===== src/rtl/serial_mag_comp_pkg.sv =====
// Shared encodings for the serial magnitude comparator: FSM states and the
// one-hot {g,e,l} result codes.
package serial_mag_comp_pkg;
  typedef enum logic [1:0] {
    ST_IDLE = 2'd0,
    ST_RUN  = 2'd1,
    ST_DONE = 2'd2
  } state_t;

  localparam logic [2:0] GEL_GT = 3'b100;
  localparam logic [2:0] GEL_EQ = 3'b010;
  localparam logic [2:0] GEL_LT = 3'b001;

  function automatic logic [2:0] gel_pack(input logic g, input logic e, input logic l);
    return {g, e, l};
  endfunction
endpackage


===== src/rtl/serial_mag_comp_if.sv =====
// Request/result bundle of the serial magnitude comparator.
interface serial_mag_comp_if #(parameter int N = 8);
  logic         start;
  logic [N-1:0] a;
  logic [N-1:0] b;
  logic         busy;
  logic         done;
  logic         g;
  logic         e;
  logic         l;

  modport master (output start, a, b, input  busy, done, g, e, l);
  modport slave  (input  start, a, b, output busy, done, g, e, l);
endinterface


===== src/rtl/serial_mag_comp_1bit.sv =====
// Combinational 1-bit greater/equal/less cell.
module comp_1bit_gel (
  input  logic i_a,
  input  logic i_b,
  output logic o_g,
  output logic o_e,
  output logic o_l
);
  assign o_g = i_a & ~i_b;
  assign o_l = ~i_a & i_b;
  assign o_e = ~(i_a ^ i_b);
endmodule


===== src/rtl/serial_mag_comp.sv =====
// MSB-first bit-serial magnitude comparator; one bit pair per clock through a
// single 1-bit g/e/l cell, optional early exit on the first differing bit.
module serial_mag_comp
  import serial_mag_comp_pkg::*;
#(
  parameter int N          = 8,
  parameter bit EARLY_EXIT = 1'b1
) (
  input  logic               clk,
  input  logic               rst_n,
  serial_mag_comp_if.slave   bus
);
  localparam int IW = $clog2(N);

  state_t        r_state, w_nstate;
  logic [N-1:0]  r_a, r_b;
  logic [IW-1:0] r_idx;
  logic          r_dec;
  logic [2:0]    r_res;
  logic [2:0]    r_gel;

  logic          w_g, w_e, w_l;
  logic [2:0]    w_gel;
  logic          w_last, w_diff, w_fin, w_accept;

  comp_1bit_gel u_cell (
    .i_a (r_a[r_idx]),
    .i_b (r_b[r_idx]),
    .o_g (w_g),
    .o_e (w_e),
    .o_l (w_l)
  );

  assign w_gel    = gel_pack(w_g, w_e, w_l);
  assign w_diff   = ~w_e;
  assign w_last   = (r_idx == '0);
  assign w_accept = bus.start && (r_state != ST_RUN);
  assign w_fin    = (r_state == ST_RUN) && (w_last || (EARLY_EXIT && w_diff));

  always_ff @(posedge clk or negedge rst_n) begin
    if (!rst_n) r_state <= ST_IDLE;
    else        r_state <= w_nstate;
  end

  always_comb begin
    w_nstate = r_state;
    case (r_state)
      ST_IDLE: if (bus.start) w_nstate = ST_RUN;
      ST_RUN:  if (w_fin)     w_nstate = ST_DONE;
      ST_DONE: w_nstate = bus.start ? ST_RUN : ST_IDLE;
      default: w_nstate = ST_IDLE;
    endcase
  end

  always_comb begin
    bus.busy = (r_state == ST_RUN);
    bus.done = (r_state == ST_DONE);
    {bus.g, bus.e, bus.l} = r_gel;
  end

  // r_res holds the first difference so later bits cannot override it in
  // constant-time mode; r_gel only changes on the deciding edge.
  always_ff @(posedge clk or negedge rst_n) begin
    if (!rst_n) begin
      r_a   <= '0;
      r_b   <= '0;
      r_idx <= IW'(N-1);
      r_dec <= 1'b0;
      r_res <= GEL_EQ;
      r_gel <= GEL_EQ;
    end else if (w_accept) begin
      r_a   <= bus.a;
      r_b   <= bus.b;
      r_idx <= IW'(N-1);
      r_dec <= 1'b0;
    end else if (r_state == ST_RUN) begin
      if (w_diff && !r_dec) begin
        r_dec <= 1'b1;
        r_res <= w_gel;
      end
      if (w_fin) r_gel <= r_dec ? r_res : w_gel;
      else       r_idx <= r_idx - IW'(1);
    end
  end
endmodule


===== src/flat_wrapper.sv =====
// flat-port wrapper written by rule: the top's interface ports become plain ports
module serial_mag_comp_flat import serial_mag_comp_pkg::*;
#(
  parameter int N          = 8,
  parameter bit EARLY_EXIT = 1'b1
)
  (clk, rst_n, bus_start, bus_a, bus_b, bus_busy, bus_done, bus_g, bus_e, bus_l);
  serial_mag_comp_if #(.N(N)) bus_i ();
  input  logic clk;
  input  logic rst_n;
  input wire logic [$bits(bus_i.start)-1:0] bus_start;
  input wire logic [$bits(bus_i.a)-1:0] bus_a;
  input wire logic [$bits(bus_i.b)-1:0] bus_b;
  output wire logic [$bits(bus_i.busy)-1:0] bus_busy;
  output wire logic [$bits(bus_i.done)-1:0] bus_done;
  output wire logic [$bits(bus_i.g)-1:0] bus_g;
  output wire logic [$bits(bus_i.e)-1:0] bus_e;
  output wire logic [$bits(bus_i.l)-1:0] bus_l;
  assign bus_i.start = bus_start;
  assign bus_i.a = bus_a;
  assign bus_i.b = bus_b;
  assign bus_busy = bus_i.busy;
  assign bus_done = bus_i.done;
  assign bus_g = bus_i.g;
  assign bus_e = bus_i.e;
  assign bus_l = bus_i.l;
  serial_mag_comp #(.N(N), .EARLY_EXIT(EARLY_EXIT)) u_core (.clk(clk), .rst_n(rst_n), .bus(bus_i));
endmodule

===== config.mk =====
export PLATFORM = sky130hd
export DESIGN_NAME = serial_mag_comp_flat
export DESIGN_NICKNAME = d
export VERILOG_FILES = /design/src/rtl/serial_mag_comp_pkg.sv /design/src/rtl/serial_mag_comp_if.sv /design/src/rtl/serial_mag_comp_1bit.sv /design/src/rtl/serial_mag_comp.sv /design/src/flat_wrapper.sv
export SDC_FILE = /design/constraint.sdc
export NUM_CORES = 1
export LEC_CHECK = 0
export CAP_MARGIN = 40
export CORE_MARGIN = 2
export CORE_UTILIZATION = 45
export CTS_BUF_LIST = sky130_fd_sc_hd__clkbuf_8
export DETAILED_ROUTE_END_ITERATION = 10
export GPL_TIMING_DRIVEN = 0
export PLACE_DENSITY = 0.68
export SYNTH_ARGS = -nofsm -noshare
export SYNTH_HDL_FRONTEND = slang
export SYNTH_HIERARCHICAL = 1
export SYNTH_SLANG_ARGS = --single-unit

===== constraint.sdc =====
create_clock -name clk -period 7.15 [get_ports clk]
set_clock_uncertainty 0.2 [all_clocks]
set_input_delay 1.43 -clock clk [delete_from_list [all_inputs] [get_ports clk]]
set_output_delay 1.43 -clock clk [all_outputs]
set_load 0.02 [all_outputs]

Yosys cells after proc, flatten, opt, wreduce, memory -nomap -nowiden --
Cells that the tools add are included.
Word-level totals: register bits after elaboration 28, bits of input ports 19, output and inout bits 5, word-level logic and storage cells 51
Cells by class: add/subtract/negate cells 1, order comparisons 1, eq/ne operators 6, muxes and demuxes 15, bitwise operators 7, reductions and logical operators 14
Operators by type and width (number):
- two-way mux 3 bit | 4
- binary-select mux 1 bit (select 3 bit) | 2
- two-way mux 1 bit | 6
- case mux 2 bit (3 select lines) | 1
- AND reduction 2 bit | 3
- AND reduction 3 bit | 2
- < comparator 3 x 4 -> 1 bit, second input constant | 1
- two-way mux 2 bit | 2
- inequality test 2 x 1 -> 1 bit, second input constant | 2
- inequality test 2 bit, second input constant | 2
- NOT 1 bit | 4
- nonzero test 2 bit | 2
- logical AND 1 bit | 3
- logical NOT 3 bit | 1
- subtractor 3 x 1 -> 3 bit, second input constant | 1
- bitwise AND 1 bit | 2
- equality test 2 x 1 -> 1 bit, second input constant | 1
- equality test 2 bit, second input constant | 1
- logical NOT 2 bit | 1
- logical NOT 1 bit | 1
- logical OR 1 bit | 1
- XOR 1 bit | 1

Depth between registers and ports, before layout --
Gate-level depths: netlist of run 1.
depth after elaboration 8, mapped depth 8, mapped depth without buffers 7

Hierarchy --
Netlist of run 1, hierarchy kept.
By module, submodules not included:
- serial_mag_comp | times used 1, cells an instance 89, area each 1355.0 µm², seq. area each 706.9 µm²
- comp_1bit_gel | times used 1, cells an instance 4, area each 32.5 µm², seq. area each 0.0 µm²

Worst setup path after synthesis of run 1 --
Ideal clock, no wire load.
path kind register to register, from register u_core.r_idx[0], to register u_core.r_res[0], library setup time 125 ps, arrival 2320 ps, data required time 6825 ps, setup slack 4505 ps, stages on the path, launching flop included 8, path buffers 1, period minus slack after synthesis 2645 ps, cell sequence dfstp_2 -> buf_2 -> mux4_2 -> nand2_1 -> nand2_1 -> ha_1 -> nor3_2 -> mux2_2
On the way: cells in the longest elaborated chain, start to end 5, elaborated cells between the ends (all ways) 9, those cells by class mux: 4; bitwise: 3; reduce/logical: 2
RTL lines:
- from (decl) | RTL line serial_mag_comp.sv:17 | logic [IW-1:0] r_idx;
- from (signal assigned) | RTL line serial_mag_comp.sv:67 | r_idx <= IW'(N-1);
- from (signal assigned) | RTL line serial_mag_comp.sv:74 | r_idx <= IW'(N-1);
- from (signal assigned) | RTL line serial_mag_comp.sv:82 | else r_idx <= r_idx - IW'(1);
- binary-select mux 1 bit (select 3 bit) (on tied branches) | RTL line serial_mag_comp.sv:27, serial_mag_comp.sv:28
- two-way mux 1 bit (on tied branches) | RTL line serial_mag_comp.sv:27, serial_mag_comp.sv:28
- XOR 1 bit | RTL line serial_mag_comp_1bit.sv:11 | assign o_e = ~(i_a ^ i_b);
- logical AND 1 bit | RTL line serial_mag_comp.sv:77 | if (w_diff && !r_dec) begin
- AND reduction 3 bit (no line)
- to (signal assigned) | RTL line serial_mag_comp.sv:79 | r_res <= w_gel;
- to (decl) | RTL line serial_mag_comp.sv:19 | logic [2:0] r_res;
Several ways; a longest one is shown, not always the timed one. The select of a mux whose other input is x is not followed. A chain may end at the register's enable or synchronous reset.

Worst setup path in the final report of run 1 --
from register u_core.r_state[1], to output port bus_busy
On the way: cells in the longest elaborated chain, start to end 1
RTL lines:
- from (decl) | RTL line serial_mag_comp.sv:15 | state_t r_state, w_nstate;
- from (signal assigned) | RTL line serial_mag_comp.sv:42 | else r_state <= w_nstate;
- equality test 2 x 1 -> 1 bit | RTL line serial_mag_comp.sv:56 | bus.busy = (r_state == ST_RUN);
- to (decl) | RTL line flat_wrapper.sv:14 | output wire logic [$bits(bus_i.busy)-1:0] bus_busy;
Every way passes these cells.

==> qor.yml, run 1 <==
critical_path:
  cp.required_ps: 5520
  crit_fanout: 6
  arrival_ps: 1570
  critPathKind: "register to output port"
  end_kind: "output port"
  startpoint_type: "register"
  ff2ff_path_depth: 7
cells_and_area:
  seqCellArea_sq_um: 707
  num_antenna_cells: 0
  final_cell_mix: "clkdlybuf4s50_1, dfrtp_1, mux2_2"
  multiInputGateArea_sq_um: 633
  nFillCells: 256
  final_nets: 145
  fin_area_sq_um: 1740
  synthToLayoutAreaGrowth_pct: 25.5
  final_layout_size_suffix_gt1_share_pct: 38.0
drt:
  wl_microns: 2260
  route.detailed.drc: 0
  vias_per_cell: 5.20
  drt-wirelength-per-cell_microns: 14.7
  drt_first_pass_iters: 2
  ant_nets: 0
  vias: 801
  drt-initial-drc-count: 18
pwr:
  switching_share_pct: 33.4
  seq_power_share_pct: 37.0
  power_uw: 746
  power.net_switching_uw: 249
  p_per_area_nw_per_um2: 428
  pwr-share-comb_pct: 50.1
  p_leak_uw: 0.000805
  ir_drop_mv: 0.207
  p_clk_share_pct: 12.9
  p_int_uw: 497
global_route:
  grt_pass1_wl_microns: 3910
  grt_pass1_vias: 843
  grt_overflow: 0
  antenna_found_initial: 0
  grt_max_degree: 18
  grt_util_all_layers_pct: 15.1
sta:
  rsz0062_at_grt: "false"
  tns_ps: 0
  hold_violations: 0
  relSlewSlack_pct: 56.8
  worst_slack_ps: 3950
  period_needed_ps: 3200
  timing.hold.ws_ps: 287
  max_freq_mhz: 313
  setup_violations: 0
  tightestPinTransition_ps: 646
  fin_crit_sh_pct: 44.7
  slew_violations: 0
clock_network:
  hold_buffers: 0
  clock_latency_ps: 270
  cts_root_buffer: "clkbuf_8"
  cts_tree: "built"
  clock_path_buffers: 2
  numCtsBuffers: 3
  cts_resized: 0
  htree_levels: 1
  post-cts-setup-buffer-count: 0
  clkTransAtPathRegs_ps: 90
  clkSinkCount: 28
floorplan:
  dieArea_sq_um: 3540
  io_pins: 24
  die_h_microns: 59.5
  fp.coreArea_sq_um: 3000
  die_w_microns: 59.5
  rows: 20
  initial_utilization_pct: 46.2
synth:
  ys_ff_latch: 28
  synth_warnings: 6
  syn_avg_cell_area_sq_um: 14.9
  synth_area_sq_um: 1390
  syn-num-nets: 116
  ys_seq_area_share_pct: 50.9
  synth_cell_types: 25
  postSynthCellCount: 93
worst_hold_path:
  hold_class: "register to register"
  whs_path_depth: 1
run:
  maxCapViolCount: 0
placement:
  hpwl_microns: 1730
  pre_cts_slack_ps: 4000
  gp_congestion: 0.744
  placed_area_sq_um: 1690
  port-buffer-count: 23
status:
  outcome: "finished clean"
power groups by stage:
stage	logic (uW)	clock network, uW	registers [uW]
6_report	374	96.2	276
3_3_place_gp	368	0	277
3_5_place_dp	379	0	279
5_1_grt	412	105	286
2_1_floorplan	290	0	275
4_1_cts	380	99.4	277
critical path, stage by stage, from the launching register on:
cell and delay (ps):
dfrtp_1 390, nand2b_4 190, inv_6 110, clkdlybuf4s50_1 610
cell type report:
type	count	share of cell area, %
Timing Repair Buffer	24	14.8
Buffer	2	1.15
Tap cell	33	2.37
Inverter	6	1.58
Clock buffer	4	3.16
Sequential cell	28	40.6
Multi-Input combinational cell	57	36.4
synth_stat cells:
cell type	number	area (sq um)
a21o_1	1	7.51
a21oi_1	2	10.0
a21oi_4	1	16.3
and2b_1	1	7.51
and3_1	1	6.26
buf_2	1	5.00
buf_8	1	15.0
dfrtp_1	23	576
dfstp_2	5	131
ha_1	4	50.1
inv_1	5	18.8
inv_6	1	8.76
mux2_2	15	169
mux2_4	9	135
mux2i_1	2	20.0
mux4_2	4	90.1
nand2_1	7	26.3
nand2b_4	2	27.5
nand3_1	1	5.00
nand4_1	2	12.5
nor2_8	1	20.0
nor2b_1	1	6.26
nor3_2	1	10.0
o21ai_0	1	5.00
o31a_1	1	8.76
stage by stage:
step | util [%] | instances
2_1_floorplan | - | 93
3_3_place_gp | 55.3 | 149
3_5_place_dp | 56.2 | 150
4_1_cts | 58.0 | 154
5_1_grt | 58.0 | 154
6_report | 58.0 | 154
path summary, 6_finish.rpt:
kind / start / end / slack, ps
max: u_core/r_state[1]$_DFFE_PN0P_ / bus_busy / 3950
min: u_core/r_res[1]$_DFFE_PN1P_ / u_core/r_res[1]$_DFFE_PN1P_ / 290
max reg2reg: u_core/r_idx[0]$_DFFE_PN1P_ / u_core/r_res[0]$_DFFE_PN0P_ / 4280
min reg2reg: u_core/r_res[1]$_DFFE_PN1P_ / u_core/r_res[1]$_DFFE_PN1P_ / 290
max in group asynchronous: rst_n / u_core/r_idx[1]$_DFFE_PN1P_ / 4810
min in group asynchronous: rst_n / u_core/r_gel[2]$_DFFE_PN0P_ / 1350
logic make-up (layout without fill, tap and decap cells):
logic type | after synthesis | after routing | synth area share [%]
DFF | 28 | 28 | 50.9
muxes | 30 | 30 | 29.8
buffers and inverters | 8 | 36 | 3.43
AOI/OAI and AO/OA | 6 | 6 | 3.43
adders and majority gates | 4 | 4 | 3.61
and+or+nand+nor | 17 | 17 | 8.75
state kept, by name, summed over array words and instances, names as in the netlist:
register	flops
u_core/r_res	3
u_core/r_b	8
u_core/r_state	2
u_core/r_a	8
u_core/r_idx	3
u_core/r_dec	1
u_core/r_gel	3
metal layers:
metal  wire length [microns]  GRT usage, %  part of all wire, %
met1                    1020          19.9                   45
met2                    1130          25.0                   50
met3                      94          3.06                  4.2
met4                      13          4.76                 0.57
met5                       0             0                    0
No activity file was read; power rests on OpenSTA's default activity.
==> inputs of run 2 (changes only) <==
--- a/config.mk
+++ b/config.mk
@@ -11,7 +11,7 @@
 export CTS_BUF_LIST = sky130_fd_sc_hd__clkbuf_8
 export DETAILED_ROUTE_END_ITERATION = 10
 export GPL_TIMING_DRIVEN = 0
-export PLACE_DENSITY = 0.68
+export PLACE_DENSITY = 0.7
 export SYNTH_ARGS = -nofsm -noshare
 export SYNTH_HDL_FRONTEND = slang
 export SYNTH_HIERARCHICAL = 1
==> constraint.sdc (replaced) <==
create_clock -name clk -period 2.8 [get_ports clk]
set_clock_uncertainty 0.2 [all_clocks]
set_input_delay 0.56 -clock clk [delete_from_list [all_inputs] [get_ports clk]]
set_output_delay 0.56 -clock clk [all_outputs]
set_load 0.02 [all_outputs]
==> qor.yml, run 2 (synthesis gave the netlist of run 1 again) <==
sta:
  setup_violations: 0  # unchanged
  rsz0062_at_grt: "false"
  max_freq_mhz: 384
  hold_violations: 0  # unchanged
  relSlewSlack_pct: 43.6  # -13 points
  slew_violations: 0  # unchanged
  fin_crit_sh_pct: 93.1
  period_needed_ps: 2610
  tightestPinTransition_ps: 843  # +196 ps
floorplan:
  die_w_microns: 59.5  # unchanged
  rows: 20  # unchanged
  io_pins: 24  # unchanged
  initial_utilization_pct: 46.2  # unchanged
  fp.coreArea_sq_um: 3000  # unchanged
  die_h_microns: 59.5  # unchanged
  dieArea_sq_um: 3540  # unchanged
drt:
  highest_layer: "met4"
  vias_per_cell: 5.36  # +3.0%
  wl_microns: 2300  # +1.5%
  drt_first_pass_iters: 3  # +1
  ant_nets: 0  # unchanged
  met1_length_microns: 1020  # -0.49%
  drt-initial-drc-count: 9  # -9
  wl_met2_microns: 1140  # +0.88%
  vias: 820  # +2.4%
  drt-wirelength-per-cell_microns: 15.0  # +2.2%
  route.detailed.drc: 0  # unchanged
  wl_met3_microns: 85  # -9.6%
global_route:
  grt_util_all_layers_pct: 15.4  # +0.31 points
  antenna_found_initial: 0  # unchanged
  grt_overflow: 0  # unchanged
  grt_pass1_vias: 864  # +2.5%
  grt_pass1_wl_microns: 3910  # unchanged
  grt_max_degree: 20  # +2
cells_and_area:
  final_nets: 144  # -0.69%
  fin_util_pct: 57.6  # -0.42 points
  num_antenna_cells: 0  # unchanged
  synthToLayoutAreaGrowth_pct: 24.6
  final_layout_size_suffix_gt1_share_pct: 38.3  # +0.32 points
  final_cell_mix: "clkdlybuf4s50_1, dfrtp_1, mux2_2"
  largestRegisters: "u_core/r_a: 8 flops, u_core/r_b: 8 flops"
pwr:
  p_per_area_nw_per_um2: 1120  # +160%
  power_uw: 1940  # +160%
  ir_drop_mv: 0.421  # +100%
  p_leak_uw: 0.000795  # -1.3%
clock_network:
  cts_tree: "built"
  clock_path_buffers: 2  # unchanged
  numCtsBuffers: 3  # unchanged
  post-cts-setup-buffer-count: 0  # unchanged
  clkSinkCount: 28  # unchanged
  cts_root_buffer: "clkbuf_8"
  clock_latency_ps: 280  # about the same
  htree_levels: 1  # unchanged
  clkTransAtPathRegs_ps: 90  # about the same
  hold_buffers: 0  # unchanged
placement:
  port-buffer-count: 23  # unchanged
  gp_congestion: 0.779  # +4.7%
  hpwl_microns: 1790  # +3.2%
critical_path:
  startpoint_type: "register"
  end_kind: "register"
  crit_fanout: 7  # +1
  critPathKind: "register to register"
  cp.required_ps: 2770  # -2750 ps
  arrival_ps: 2580  # +1010 ps
status:
  outcome: "finished clean"
run:
  maxCapViolCount: 0  # unchanged
worst_hold_path:
  hold_class: "register to register"
==> run 2: changes by cell type in the layout (fill, tap and decap cells not counted) <==
cell and change:
buf_16 -1, buf_2 -1, buf_6 +1, ha_1 -1, ha_2 +1, nor3_2 -1, nor3_4 +1
==> run 2: where the power goes <==
| group | total [uW] | internal (uW) | switching, uW | leakage [uW] |
|---|---|---|---|---|
| clock | 249 | 126 | 123 | 0.0000288 |
| sequential | 728 | 601 | 127 | 0.000329 |
| combinational | 959 | 552 | 407 | 0.000437 |
| total | 1940 | 1280 | 657 | 0.000795 |
==> run 2: worst paths after layout <==
check / startpoint / end / slack, ps / cells past startpoint
worst max-delay path: u_core/r_idx[0]$_DFFE_PN1P_ / u_core/r_res[0]$_DFFE_PN0P_ / 190 / 7
worst min-delay path: u_core/r_res[1]$_DFFE_PN1P_ / u_core/r_res[1]$_DFFE_PN1P_ / 290 / 1
worst max register to register: u_core/r_idx[0]$_DFFE_PN1P_ / u_core/r_res[0]$_DFFE_PN0P_ / 190 / 7
worst min register to register: u_core/r_res[1]$_DFFE_PN1P_ / u_core/r_res[1]$_DFFE_PN1P_ / 290 / 1
max in group asynchronous: rst_n / u_core/r_idx[0]$_DFFE_PN1P_ / 1180 / 2
min in group asynchronous: rst_n / u_core/r_a[0]$_DFFE_PN0P_ / 560 / 1
==> run 2: final cells by class <==
cell class	count	area, sq um
repair buffers	24	241
inverters	6	27.5
flip-flops and latches	28	707
plain buffers	1	15.0
fillers	261	1270
well taps	33	41.3
clock buffers	4	55.1
multi-input cells	57	642
==> run 2: per-stage QoR <==
stage / setup WS, ps / hold slack, ps / TNS (ps) / instance area (sq um) / instances
4_1_cts: 19.0 / 290 / 0 / 1730 / 154
3_3_place_gp: -54.5 / 271 / -108 / 1660 / 149
3_5_place_dp: -86.4 / 277 / -168 / 1670 / 150
6_report: 193 / 289 / 0 / 1730 / 153
5_1_grt: 73.0 / 315 / 0 / 1730 / 153
2_1_floorplan: 155 / 64.4 / 0 / 1390 / 93
==> run 2: worst max-delay path, cell delays in order (launching register included) <==
cell     delay (ps)
dfstp_2         660
mux4_2          530
nand2_1          80
nand2_1          70
inv_1            60
ha_2            330
nor3_4          210
mux2_2          360
==> run 2: per-layer routing <==
layer	global-route usage, %	vias up
li1	-	383
met1	18.8	411
met2	25.7	19
met3	3.28	7
met4	7.30	0
met5	0	-
==> run 2: what timing repair did <==
action | in CTS | in global routing
pin swaps | 0 | 1
setup endpoints to repair | 2 | 2
resized for setup | 2 | 0
==> patch 1 (settings of run 1) <==
`N` is set to 8 in 3 places; all go to 4.
--- a/src/rtl/serial_mag_comp_if.sv
+++ b/src/rtl/serial_mag_comp_if.sv
@@ -1,3 +1,3 @@
 // Request/result bundle of the serial magnitude comparator.
-interface serial_mag_comp_if #(parameter int N = 8);
+interface serial_mag_comp_if #(parameter int N = 4);
   logic         start;
--- a/src/rtl/serial_mag_comp.sv
+++ b/src/rtl/serial_mag_comp.sv
@@ -5,3 +5,3 @@
 #(
-  parameter int N          = 8,
+  parameter int N          = 4,
   parameter bit EARLY_EXIT = 1'b1
--- a/src/flat_wrapper.sv
+++ b/src/flat_wrapper.sv
@@ -3,3 +3,3 @@
 #(
-  parameter int N          = 8,
+  parameter int N          = 4,
   parameter bit EARLY_EXIT = 1'b1
Interface: changed (resized bus_a and bus_b); port bits go from 24 to 16. The function was not compared with the original's and may differ.
==> patch 1 against run 1 <==
Sequential cell count decreased by 9; die area decreased by 32%; critical path depth unchanged; total power decreased by 29%; largest cell class unchanged; cell area decreased by 33%; critical path type unchanged; setup slack improved by 0.090 ns; routed wire length decreased by 34%; combinational power decreased by 29%; utilization increased by 1.9 points; register-to-register slack improved by 0.45 ns; synthesized area decreased by 34%.
==> patch 1: results (changes against run 1) <==
* Register area share after synthesis at 0.522 (+0.0130)
* Unique masters post-synth at 20 (-20%)
* DRT iter0 DRCs at 7 (-11)
* Synth top area cells: dfrtp_1, dfstp_2, mux2_4
* Worst Path Max Fanout at 4 (-2)
* Nets at 96 (-34%)
* R2r setup slk at 4.73 ns (+0.45 ns)
* Vias in the first global route at 555 (-34%)
* Pin count of the biggest net entering global routing at 19 (+1)
* Largest registers: u_core/r_a x4, u_core/r_b x4
* Synth cell count leaders: dfrtp_1, inv_1, mux2_4
* Gpl congestion at 0.699 (-6.1%)
* Arr. time, crit path at 1.48 ns (-0.09 ns)
* Logic pwr share at 0.502 (about the same)
* Routed length per instance at 13.7 um (-6.5%)
* Leak at 0.549 nW (-32%)
* Placed cells at 104 (-31%)
* Layout cells sized above 1 at 0.346 (-0.0345)
* HPWL Detailed at 1100 um (-36%)
* # port buffers at 15 (-35%)
* Sequential power share at 0.362 (-0.008)
* Pre-CTS WS at 4.32 ns (+0.316 ns)
* FILL cells at 166 (-35%)
* Final WS setup at 4.04 ns (+0.0901 ns)
* Mapped Cells at 61 (-34%)
* Pwr Density at 455 mW/mm^2 (+6.2%)
* Final wirelength at 1480 um (-34%)
* Worst-path clk slew at 0.07 ns (-0.02 ns)
* Global-route wire length before repair at 2570 um (-34%)
* Reg2Reg Depth at 4 (-3)
* Max VDD drop at 0.000219 V (+5.8%)
* Post-DP Area at 0.00112 sq mm (-34%)
* Run status: complete, no violations
* Post-synthesis net count at 75 (-35%)
-- patch 1: logic make-up (layout without fill, tap and decap cells) --
group,count (synthesis),in the layout,synth area share
flip-flops,19,19,0.522
multiplexers,18,18,0.273
AND/OR/NAND/NOR,8,8,0.0735
buffers and inverters,8,28,0.0408
AO/OA/AOI/OAI,4,4,0.0395
adder cells (fa/ha/maj),3,3,0.0408
XOR/XNOR,1,1,0.00953
-- patch 1: area by class of cell --
| class | instances | share of cell area |
|---|---|---|
| buffer | 1 | 0.00968 |
| clock buffer | 3 | 0.0355 |
| clock inverter | 1 | 0.00323 |
| inverter | 7 | 0.0226 |
| multi-input combinational | 34 | 0.345 |
| sequential | 19 | 0.413 |
| tap | 27 | 0.0290 |
| timing repair buffer | 16 | 0.142 |
-- patch 1: worst reg2reg max path, stage by stage (launching register included) --
cell     delay (ns)
dfstp_2        0.57
mux4_2         0.54
ha_1           0.40
nor3_4         0.26
mux2_1         0.34
-- patch 1: metal layers --
metal / wire length, um / GRT usage / vias up / part of all wire
met5: 0 / 0 / - / 0
met4: 15 / 0.0714 / 0 / 0.010
met3: 42 / 0.0276 / 2 / 0.028
met2: 760 / 0.232 / 10 / 0.51
met1: 665 / 0.181 / 281 / 0.45
li1: - / - / 251 / -
-- patch 1: worst min-delay path by stage --
stage                          from               to  slack, ns
floorplan           u_core/r_res[0]  u_core/r_res[0]       0.25
global placement    u_core/r_res[0]  u_core/r_res[0]       0.26
detailed placement  u_core/r_res[2]  u_core/r_res[2]       0.27
CTS                 u_core/r_res[1]  u_core/r_res[1]       0.29
global route        u_core/r_res[1]  u_core/r_res[1]       0.29
finish              u_core/r_res[1]  u_core/r_res[1]       0.28
==> patch 2 (settings of run 1) <==
Without the edit above. Reset style: synchronous (`rst_n`), changed in 2 clocked blocks.
--- a/src/rtl/serial_mag_comp.sv
+++ b/src/rtl/serial_mag_comp.sv
@@ -39,3 +39,3 @@
 
-  always_ff @(posedge clk or negedge rst_n) begin
+  always_ff @(posedge clk) begin
     if (!rst_n) r_state <= ST_IDLE;
@@ -62,3 +62,3 @@
   // constant-time mode; r_gel only changes on the deciding edge.
-  always_ff @(posedge clk or negedge rst_n) begin
+  always_ff @(posedge clk) begin
     if (!rst_n) begin
Formal check against the unedited RTL: differs if rst_n is asserted again (counterexample within 4 cycles, from zero or initial values and one cycle with rst_n low); with rst_n held inactive, the same outputs for 10 cycles.
==> patch 2 against run 1 <==
Synthesized area shrank 4.2%; sequential cell count is the same; utilization grew 1.6 points; routed wire length grew 42%; global-route usage grew 5.9 points; setup slack lost 0.28 ns; cell area shrank 4.7%; largest cell class is now multi-input gates; via count grew 46%.
Power is not compared: it rests on default switching activity, and its combinational part moved more than twofold at a synthesized area within 25%.
==> patch 2: results (changes against run 1) <==
* Slowest stage delay, CP at 0.64 ns (+0.03 ns)
* Global Route Usage Sum at 0.210 (+0.0594)
* CTS Buf Count at 3 (unchanged)
* Worst path slowest cell: clkdlybuf4s50_1
* Largest registers: u_core/r_a x8, u_core/r_b x8
* Syn Area/Cell at 9.42 sq um (-37%)
* Ys flop type: dfxtp_1
* Arr. time, crit path at 1.85 ns (+0.28 ns)
* Gpl congestion at 0.741 (-0.42%)
* Nets at 191 (+32%)
* # port buffers at 22 (-4.3%)
* Pin count of the biggest net entering global routing at 17 (-1)
* Post-synthesis net count at 164 (+41%)
* Register area share after synthesis at 0.422 (-0.0876)
* Hold endpoint: u_core/r_gel[1]
* Reg2Reg Launch Point: u_core/r_idx[1]
* CTS max path bufs at 2 (unchanged)
* Worst Path Max Fanout at 10 (+4)
* GR Layer Usage met1 at 0.266 (+0.0672)
* Hold crit path type: reg2reg
* Htree depth at 1 (unchanged)
* Ys async rst share at 0 (-1.00)
* Global-route wire length before repair at 5450 um (+39%)
* Hold slack final at 0.272 ns (-0.0155 ns)
* Met3 Track Usage GR at 0.0440 (+0.0134)
* Vias in the first global route at 1,197 (+42%)
* Final wirelength at 3200 um (+42%)
* Slew HR at 0.653 (+0.0856)
* R2r setup slk at 4.09 ns (-0.19 ns)
* Grt met2 use at 0.355 (+0.105)
* Vias per Instance at 5.89 (+13%)
* Worst-path clk slew at 0.09 ns (about the same)
* Unique masters post-synth at 25 (unchanged)
* Synth cell count leaders: dfxtp_1, o21ai_0, a21oi_1
* Routed length per instance at 16.2 um (+10%)
* Worst reg2reg path endpoint: u_core/r_gel[1]
* Drt pass-1 iters at 4 (+2)
* Layout cells sized above 1 at 0.0958 (-0.284)
* Post-CTS setup buffers at 0 (unchanged)
* Clk Latency, worst-skew pair at 0.29 ns (+0.02 ns)
* HPWL Detailed at 2350 um (+36%)
* Initial antenna violation count at 0 (unchanged)
* Antenna fix cells at 0 (unchanged)
* Reg2Reg Depth at 7 (unchanged)
* HP Start: u_core/r_gel[1]
* Leak at 0.672 nW
* Resized cells post-CTS at 0 (unchanged)
* Max VDD drop at 0.000138 V
* Synth top area cells: dfxtp_1, mux4_1, o21ai_0
* Run status: complete, no violations
* DRT iter0 DRCs at 64 (+46)
* Syn. warnings at 6 (unchanged)
* Hold depth at 2 (+1)
* CTS root buf: clkbuf_8
patch 2: layout make-up:
type / instances / area, sq um
inverters: 10 / 37.5
clock buffers: 3 / 41.3
well taps: 31 / 38.8
fillers: 255 / 1120
repair buffers: 22 / 220
clock inverters: 1 / 30.0
plain buffers: 11 / 55.1
multi-input cells: 92 / 676
flip-flops and latches: 28 / 561
patch 2: worst max-delay path by stage:
stage	startpoint	to	slack, ns	cells past startpoint
global placement	u_core/r_state[1]	bus_busy	4.04	4
global route	u_core/r_state[0]	bus_busy	3.59	4
floorplan	u_core/r_idx[0]	u_core/r_gel[1]	4.47	8
detailed placement	u_core/r_state[1]	bus_busy	4.02	4
finish	u_core/r_state[1]	bus_busy	3.67	4
CTS	u_core/r_state[1]	bus_busy	3.68	4
patch 2: worst max-delay path: cells and delay by family (launching register included):
family / cells / cell delay [ns]
buffers and inverters: 3 / 1.02
and+or+nand+nor: 1 / 0.21
DFF: 1 / 0.35
patch 2: kinds of logic (layout without fill, tap and decap cells):
logic type,Yosys count,count (layout),share of synthesized area
simple gates,28,28,0.126
mux,11,11,0.135
fa+ha+maj,4,4,0.0377
compound gates,49,49,0.210
buf+inv,21,47,0.0697
flops,28,28,0.422
patch 2: where the power goes:
part	internal, W	switching [W]	total (W)
Sequential	0.000164	0.00000455	0.000169
Combinational	0.0000278	0.0000310	0.0000587
Clock	0.0000751	0.0000525	0.000128
patch 2: routing by layer:
layer	vias to the layer above	routed length (um)
li1	570	-
met1	560	1470
met2	33	1560
met3	4	132
met4	0	40
met5	-	0
patch 2: per-stage QoR:
step	worst slack [ns]	instance area [sq um]	util
after floorplan	4.47	1330	-
after global placement	4.04	1590	0.571
after detailed placement	4.02	1590	0.571
after CTS	3.68	1660	0.596
after global routing	3.59	1660	0.596
final	3.67	1660	0.596
